## config.mk

```make
export PLATFORM = sky130hd
export DESIGN_NAME = grid_host_port_flat
export DESIGN_NICKNAME = d
export VERILOG_FILES = /design/src/rtl/grid_host_port_pkg.sv /design/src/rtl/grid_host_port_if.sv /design/src/rtl/grid_host_port_tx_serializer.sv /design/src/rtl/grid_host_port.sv /design/src/flat_wrapper.sv
export SDC_FILE = /design/constraint.sdc
export NUM_CORES = 1
export LEC_CHECK = 0
export CAP_MARGIN = 40
export CORE_ASPECT_RATIO = 1.75
export CORE_MARGIN = 2
export CORE_UTILIZATION = 60
export CTS_BUF_LIST = sky130_fd_sc_hd__clkbuf_2 sky130_fd_sc_hd__clkbuf_4 sky130_fd_sc_hd__clkbuf_8
export DETAILED_ROUTE_END_ITERATION = 16
export GPL_TIMING_DRIVEN = 0
export PLACE_DENSITY_LB_ADDON = 0.3
export SYNTH_ARGS = -nofsm -noshare
export SYNTH_HDL_FRONTEND = slang
export SYNTH_SLANG_ARGS = --single-unit
```

## constraint.sdc

```tcl
create_clock -name clk -period 5.8 [get_ports clk]
set_input_delay 1.45 -clock clk [delete_from_list [all_inputs] [get_ports clk]]
set_output_delay 1.45 -clock clk [all_outputs]
set_load 0.01 [all_outputs]
```

## src/rtl/grid_host_port_pkg.sv

```systemverilog
// grid_pkg: shared states and constants for the gridcell host port
package grid_pkg;
  typedef enum logic [3:0] {
    S_IDLE, S_GET_ERR, S_GET_MIN, S_GET_CELL, S_SEED,
    S_RUN, S_SNAP, S_SEND_STAT, S_SEND_CELL
  } state_t;
  localparam logic [7:0] HDR_BYTE = 8'hA5;
  localparam int STAT_CONV_BIT = 7;
  localparam int STAT_TMO_BIT = 6;
  localparam int CELL_W = 8;
endpackage

```

## src/rtl/grid_host_port_if.sv

```systemverilog
// grid_host_port_if: host byte streams plus the gridcell array control bus
interface grid_host_port_if import grid_pkg::*; #(parameter int NCELLS = 4);
  logic [7:0] din;
  logic din_valid;
  logic din_ready;
  logic [7:0] dout;
  logic dout_valid;
  logic dout_ready;
  logic [CELL_W*NCELLS-1:0] cell_val;
  logic [7:0] err_tol;
  logic [7:0] min_tol;
  logic grid_reset;
  logic conv_all;
  logic [CELL_W*NCELLS-1:0] gc_val_all;
  logic busy;
  modport slave (
    input din, din_valid, dout_ready, conv_all, gc_val_all,
    output din_ready, dout, dout_valid, cell_val, err_tol, min_tol, grid_reset, busy
  );
  modport master (
    output din, din_valid, dout_ready, conv_all, gc_val_all,
    input din_ready, dout, dout_valid, cell_val, err_tol, min_tol, grid_reset, busy
  );
endinterface

```

## src/rtl/grid_host_port_tx_serializer.sv

```systemverilog
// grid_tx_serializer: snapshots cell results and streams status then cell bytes
module grid_tx_serializer import grid_pkg::*; #(
  parameter int NCELLS = 4
) (
  input  logic                     clk,
  input  logic                     rst_n,
  input  logic                     load,
  input  logic [7:0]               stat,
  input  logic [CELL_W*NCELLS-1:0] cells,
  input  logic                     ready,
  output logic [7:0]               dout,
  output logic                     valid,
  output logic                     last
);
  localparam int IW = $clog2(NCELLS + 1);
  logic [CELL_W*NCELLS-1:0] snap;
  logic [IW-1:0] idx;
  // idx 0 is the status byte; idx NCELLS is the final cell byte on the wire
  assign last = idx == IW'(NCELLS);
  // load presents the status byte at once; each accept advances to the next byte
  always_ff @(posedge clk or negedge rst_n) begin
    if (!rst_n) begin
      snap <= '0;
      idx <= '0;
      dout <= '0;
      valid <= 1'b0;
    end else if (load) begin
      snap <= cells;
      idx <= '0;
      dout <= stat;
      valid <= 1'b1;
    end else if (valid && ready) begin
      if (last) begin
        idx <= '0;
        dout <= '0;
        valid <= 1'b0;
      end else begin
        idx <= idx + 1'b1;
        dout <= snap[idx*CELL_W +: CELL_W];
      end
    end
  end
endmodule

```

## src/rtl/grid_host_port.sv

```systemverilog
// grid_host_port: loads a frame into the gridcell array, runs it and returns results
module grid_host_port import grid_pkg::*; #(
  parameter int NCELLS = 4,
  parameter int MAX_CYC = 1024,
  parameter int CONV_HOLD = 2
) (
  input logic clk,
  input logic rst_n,
  grid_host_port_if.slave bus
);
  localparam int IW = $clog2(NCELLS + 1);
  localparam logic [15:0] LAST_CYC = 16'(MAX_CYC - 1);
  localparam logic [15:0] HOLD_N = 16'(CONV_HOLD);
  state_t state;
  logic [IW-1:0] idx;
  logic [15:0] cyc, hold, hold_nxt;
  logic conv, tmo, acc_in, tx_last;
  logic [7:0] stat;
  assign acc_in = bus.din_valid && bus.din_ready;
  assign hold_nxt = bus.conv_all ? hold + 16'd1 : 16'd0;
  // status byte carries the run outcome flags
  always_comb begin
    stat = '0;
    stat[STAT_CONV_BIT] = conv;
    stat[STAT_TMO_BIT] = tmo;
  end
  // frame capture, seed/run sequencing and result hand-off
  always_ff @(posedge clk or negedge rst_n) begin
    if (!rst_n) begin
      state <= S_IDLE;
      bus.din_ready <= 1'b1;
      bus.cell_val <= '0;
      bus.err_tol <= '0;
      bus.min_tol <= '0;
      bus.grid_reset <= 1'b1;
      bus.busy <= 1'b0;
      idx <= '0;
      cyc <= '0;
      hold <= '0;
      conv <= 1'b0;
      tmo <= 1'b0;
    end else begin
      case (state)
        S_IDLE: if (acc_in && bus.din == HDR_BYTE) begin
          state <= S_GET_ERR;
          bus.busy <= 1'b1;
          conv <= 1'b0;
          tmo <= 1'b0;
        end
        S_GET_ERR: if (acc_in) begin
          bus.err_tol <= bus.din;
          state <= S_GET_MIN;
        end
        S_GET_MIN: if (acc_in) begin
          bus.min_tol <= bus.din;
          idx <= '0;
          state <= S_GET_CELL;
        end
        S_GET_CELL: if (acc_in) begin
          bus.cell_val[idx*CELL_W +: CELL_W] <= bus.din;
          idx <= idx + 1'b1;
          if (idx == IW'(NCELLS - 1)) begin
            bus.din_ready <= 1'b0;
            cyc <= '0;
            state <= S_SEED;
          end
        end
        S_SEED: begin
          cyc <= cyc + 16'd1;
          if (cyc == 16'd1) begin
            bus.grid_reset <= 1'b0;
            cyc <= '0;
            hold <= '0;
            state <= S_RUN;
          end
        end
        S_RUN: begin
          cyc <= cyc + 16'd1;
          hold <= hold_nxt;
          if (hold_nxt == HOLD_N) begin
            conv <= 1'b1;
            state <= S_SNAP;
          end else if (cyc == LAST_CYC) begin
            tmo <= 1'b1;
            state <= S_SNAP;
          end
        end
        S_SNAP: state <= S_SEND_STAT;
        S_SEND_STAT: if (bus.dout_valid && bus.dout_ready) state <= S_SEND_CELL;
        S_SEND_CELL: if (bus.dout_valid && bus.dout_ready && tx_last) begin
          bus.busy <= 1'b0;
          bus.grid_reset <= 1'b1;
          bus.din_ready <= 1'b1;
          state <= S_IDLE;
        end
        default: state <= S_IDLE;
      endcase
    end
  end
  grid_tx_serializer #(.NCELLS(NCELLS)) u_tx (
    .clk(clk),
    .rst_n(rst_n),
    .load(state == S_SNAP),
    .stat(stat),
    .cells(bus.gc_val_all),
    .ready(bus.dout_ready),
    .dout(bus.dout),
    .valid(bus.dout_valid),
    .last(tx_last)
  );
endmodule
```

## src/flat_wrapper.sv

```systemverilog
// flat-port wrapper written by rule: the top's interface ports become plain ports
module grid_host_port_flat import grid_pkg::*;
#(
  parameter int NCELLS = 4,
  parameter int MAX_CYC = 1024,
  parameter int CONV_HOLD = 2
)
  (clk, rst_n, bus_din, bus_din_valid, bus_dout_ready, bus_conv_all, bus_gc_val_all, bus_din_ready, bus_dout, bus_dout_valid, bus_cell_val, bus_err_tol, bus_min_tol, bus_grid_reset, bus_busy);
  grid_host_port_if #(.NCELLS(NCELLS)) bus_i ();
  input logic clk;
  input logic rst_n;
  input wire logic [$bits(bus_i.din)-1:0] bus_din;
  input wire logic [$bits(bus_i.din_valid)-1:0] bus_din_valid;
  input wire logic [$bits(bus_i.dout_ready)-1:0] bus_dout_ready;
  input wire logic [$bits(bus_i.conv_all)-1:0] bus_conv_all;
  input wire logic [$bits(bus_i.gc_val_all)-1:0] bus_gc_val_all;
  output wire logic [$bits(bus_i.din_ready)-1:0] bus_din_ready;
  output wire logic [$bits(bus_i.dout)-1:0] bus_dout;
  output wire logic [$bits(bus_i.dout_valid)-1:0] bus_dout_valid;
  output wire logic [$bits(bus_i.cell_val)-1:0] bus_cell_val;
  output wire logic [$bits(bus_i.err_tol)-1:0] bus_err_tol;
  output wire logic [$bits(bus_i.min_tol)-1:0] bus_min_tol;
  output wire logic [$bits(bus_i.grid_reset)-1:0] bus_grid_reset;
  output wire logic [$bits(bus_i.busy)-1:0] bus_busy;
  assign bus_i.din = bus_din;
  assign bus_i.din_valid = bus_din_valid;
  assign bus_i.dout_ready = bus_dout_ready;
  assign bus_i.conv_all = bus_conv_all;
  assign bus_i.gc_val_all = bus_gc_val_all;
  assign bus_din_ready = bus_i.din_ready;
  assign bus_dout = bus_i.dout;
  assign bus_dout_valid = bus_i.dout_valid;
  assign bus_cell_val = bus_i.cell_val;
  assign bus_err_tol = bus_i.err_tol;
  assign bus_min_tol = bus_i.min_tol;
  assign bus_grid_reset = bus_i.grid_reset;
  assign bus_busy = bus_i.busy;
  grid_host_port #(.NCELLS(NCELLS), .MAX_CYC(MAX_CYC), .CONV_HOLD(CONV_HOLD)) u_core (.clk(clk), .rst_n(rst_n), .bus(bus_i));
endmodule
```

==> run summary <==
Area of the mapped netlist: 6518 um2
Hold Path Stages: 2
Reg2reg path depth: 9
Clk slew on worst S/H paths: 80 ps
CTS root buf: clkbuf_8
GR peak layer: met2
Clock buffer depth: 2
I/O Pins: 105
Worst-margin pin slew: 729.8 ps
Grt met2 use: 53.44%
Routed Antenna Nets: 0
Element type at the critical path start: input port
Pre-antenna DRT Iters: 5
Final hold violation count: 0
Synth warn: 0
Setup crit end kind: flop
MaxCap Viol Count: 0
Via count of the routed design: 5027
Worst Skew: 11.35 ps
Cells after Synth: 571
Routed len/inst: 18.83 um
Via density: 5.992
Flop pwr share: 39.2%
Detail Placement HPWL: 11.12 mm
Core area: 10640 um2
DIE AREA: 11750 um2
Largest net degree at the start of global routing: 82
Final TNS setup: 0 ps
Required time of the worst setup path: 6160 ps
Syn avg cell area: 11.41 um2
Period Utilization, post-route: 55.97%
Pint: 0.002190 W
PwrDens: 400.4 nW/um2
Ys flop type: dfrtp_1
Mapped Nets: 625
Simple-Gate Fraction of Synth Area: 14.01%
Switching part of the total: 33.24%
Critical path type: input port to flop
Setup repair bufs after CTS: 0
Post-Synth Adder-Cell Area: 1.728%
Leak Pwr: 3.598 nW
NetSw: 0.001090 W
Htree depth: 4
Mux cell area share after synthesis: 14.97%
Global route total overflow: 0
Outcome: completed
Post-synth EDFFs: 0
Pre-CTS setup slack: 2112 ps
Largest family of logic cells by synthesized area: multiplexers
Initial Util: 61.28%
# nets final: 750
Clock tree sinks: 136
Minimum clock period: 3246 ps
CP Data Arrival Time: 3610 ps
CP max FO: 7
Synth Area in Compound Gates: 11.48%
Combinational share of power: 35.0%
Fin Hold WS: 483.8 ps
P&R area growth vs syn: 25.69%
First-pass GRT wire length: 26.21 mm
Final worst slack: 2554 ps
Met1 Use GR: 31.39%
Met3 GRT Util: 7.697%
DRC Markers: 0
Initial drt markers: 292
Synth async-reset ratio: 100.0%
Clock Power Share: 25.8%
Netlist cell types: 69
Port Buf Inserts: 104
Total power: 0.003280 W
Slew headroom: 51.08%
Clk_lat worst skew: 440 ps
TritonCTS clock tree: done
GP Congestion: 0.8875
Initial antenna violation count: 0
Number of cells upsized or downsized after cts: 0
Setup-failing EPs final: 0
Share of layout cells above drive strength 1: 20.87%
Maximum clock frequency: 308.0 MHz
Yosys reg bits: 136
Vias in the first global route: 5404
CTS Buf Count: 17
Hold buffers post-CTS: 0
RSZ-0062 raised after global routing: false
Hold Crit Class: flop to flop
Die Wd: 82.79 um
Register area share after synthesis: 52.26%
Post-Synth XOR/XNOR Area: 2.150%
Max-slew violation count: 0
ANT cells: 0
Util after Layout: 77.02%
GRT Util Overall: 29.81%
VDD IR max: 0.3160 mV
Die H: 141.9 um
Final WL: 15.80 mm
FP Rows: 50
## through the flow
step | std cells | area (um2)
after floorplan | 571 | 6518
final | 839 | 8192
after detailed placement | 806 | 7750
after global routing | 839 | 8192
after global placement | 805 | 7721
after CTS | 838 | 8187
## power by group through the flow
stage / Clock [W] / Combinational, W / Sequential, W
final: 0.000846 / 0.00115 / 0.00128
after global routing: 0.000898 / 0.00124 / 0.00131
after CTS: 0.000853 / 0.00115 / 0.00128
after detailed placement: 0 / 0.00113 / 0.00129
after global placement: 0 / 0.00108 / 0.00128
after floorplan: 0 / 0.000793 / 0.00127
## cell usage in the layout, fill, tap and decap left out, types with 11 or more instances in the layout
cell,instances
o21ai_0,36
nand3_1,17
dfrtp_1,134
o21ai_1,11
mux2_2,68
clkdlybuf4s50_1,103
nor2_1,41
buf_2,11
inv_1,13
a21oi_1,12
clkbuf_8,24
nand2_1,54
## critical path, cell delays in order
cell and delay (ps):
clkdlybuf4s50_1 540, or4b_4 610, o31ai_2 180, a21oi_1 110, a211o_1 310, or2_4 260
o21ai_1 140
## per-layer routing
layer | up-vias | routed length [um] | part of all wire [%]
met2 | 153 | 8806 | 56
li1 | 2320 | - | -
met4 | 0 | 649 | 4.1
met3 | 58 | 652 | 4.1
met1 | 2496 | 5687 | 36
met5 | - | 0 | 0
## flip-flops by register name, indices dropped and copies added (netlist names), 3 cells and up
register,flops
u_core.idx,3
u_core.bus.err_tol,8
u_core.u_tx.snap,32
u_core.state,4
u_core.bus.cell_val,32
u_core.u_tx.idx,3
u_core.hold,16
u_core.cyc,16
u_core.bus.min_tol,8
u_core.u_tx.dout,8
## synthesized netlist by cell type, drive strengths merged (4+ instances only)
cell / count / area, um2
nor2b: 5 / 31.28
nand3: 18 / 95.09
dfrtp: 134 / 3353
a22o: 4 / 35.03
nand2b: 6 / 37.54
o31ai: 8 / 65.06
mux4: 8 / 180.2
a21oi: 12 / 60.06
nor4: 7 / 43.79
nand4: 8 / 56.30
clkbuf: 11 / 72.57
a22oi: 9 / 67.56
inv: 13 / 48.80
and2: 6 / 38.79
buf: 16 / 96.34
and3: 8 / 50.05
nor2: 43 / 171.4
o41ai: 4 / 35.03
nor3: 6 / 35.03
o21ai: 47 / 235.2
mux2: 68 / 765.7
nand2: 54 / 202.7
xnor2: 6 / 52.55
ha: 9 / 112.6
xor2: 10 / 87.58
## path summary, 6_finish.rpt
check | from | to | slack, ps
hold reg to reg | u_core.bus.grid_reset$_DFFE_PN1P_ | u_core.bus.grid_reset$_DFFE_PN1P_ | 480
min in group asynchronous | rst_n | u_core.bus.cell_val[4]$_DFFE_PN0P_ | 960
setup reg to reg | u_core.idx[1]$_DFFE_PN0P_ | u_core.cyc[9]$_DFFE_PN0P_ | 3340
setup / recovery | bus_din[4] | u_core.state[3]$_DFFE_PN0P_ | 2550
max in group asynchronous | rst_n | u_core.bus.din_ready$_DFFE_PN1P_ | 4040
hold / removal | u_core.bus.grid_reset$_DFFE_PN1P_ | u_core.bus.grid_reset$_DFFE_PN1P_ | 480
## layout make-up
type	instances	area, um2
sequential	136	3406
clock buffer	22	296.5
buffer	27	168.9
multi-input combinational	394	2890
clock inverter	10	140.1
inverter	14	52.55
tap	130	162.7
timing repair buffer	106	1075
fill	673	2444
## kinds of logic (layout without fill, tap and decap cells)
| logic type | after synthesis | after routing |
|---|---|---|
| buf+inv | 41 | 179 |
| simple gates | 179 | 179 |
| mux | 79 | 79 |
| fa+ha+maj | 9 | 9 |
| flops | 136 | 136 |
| xor+xnor | 16 | 16 |
| compound gates | 111 | 111 |
No activity file was read; power rests on OpenSTA's default activity.
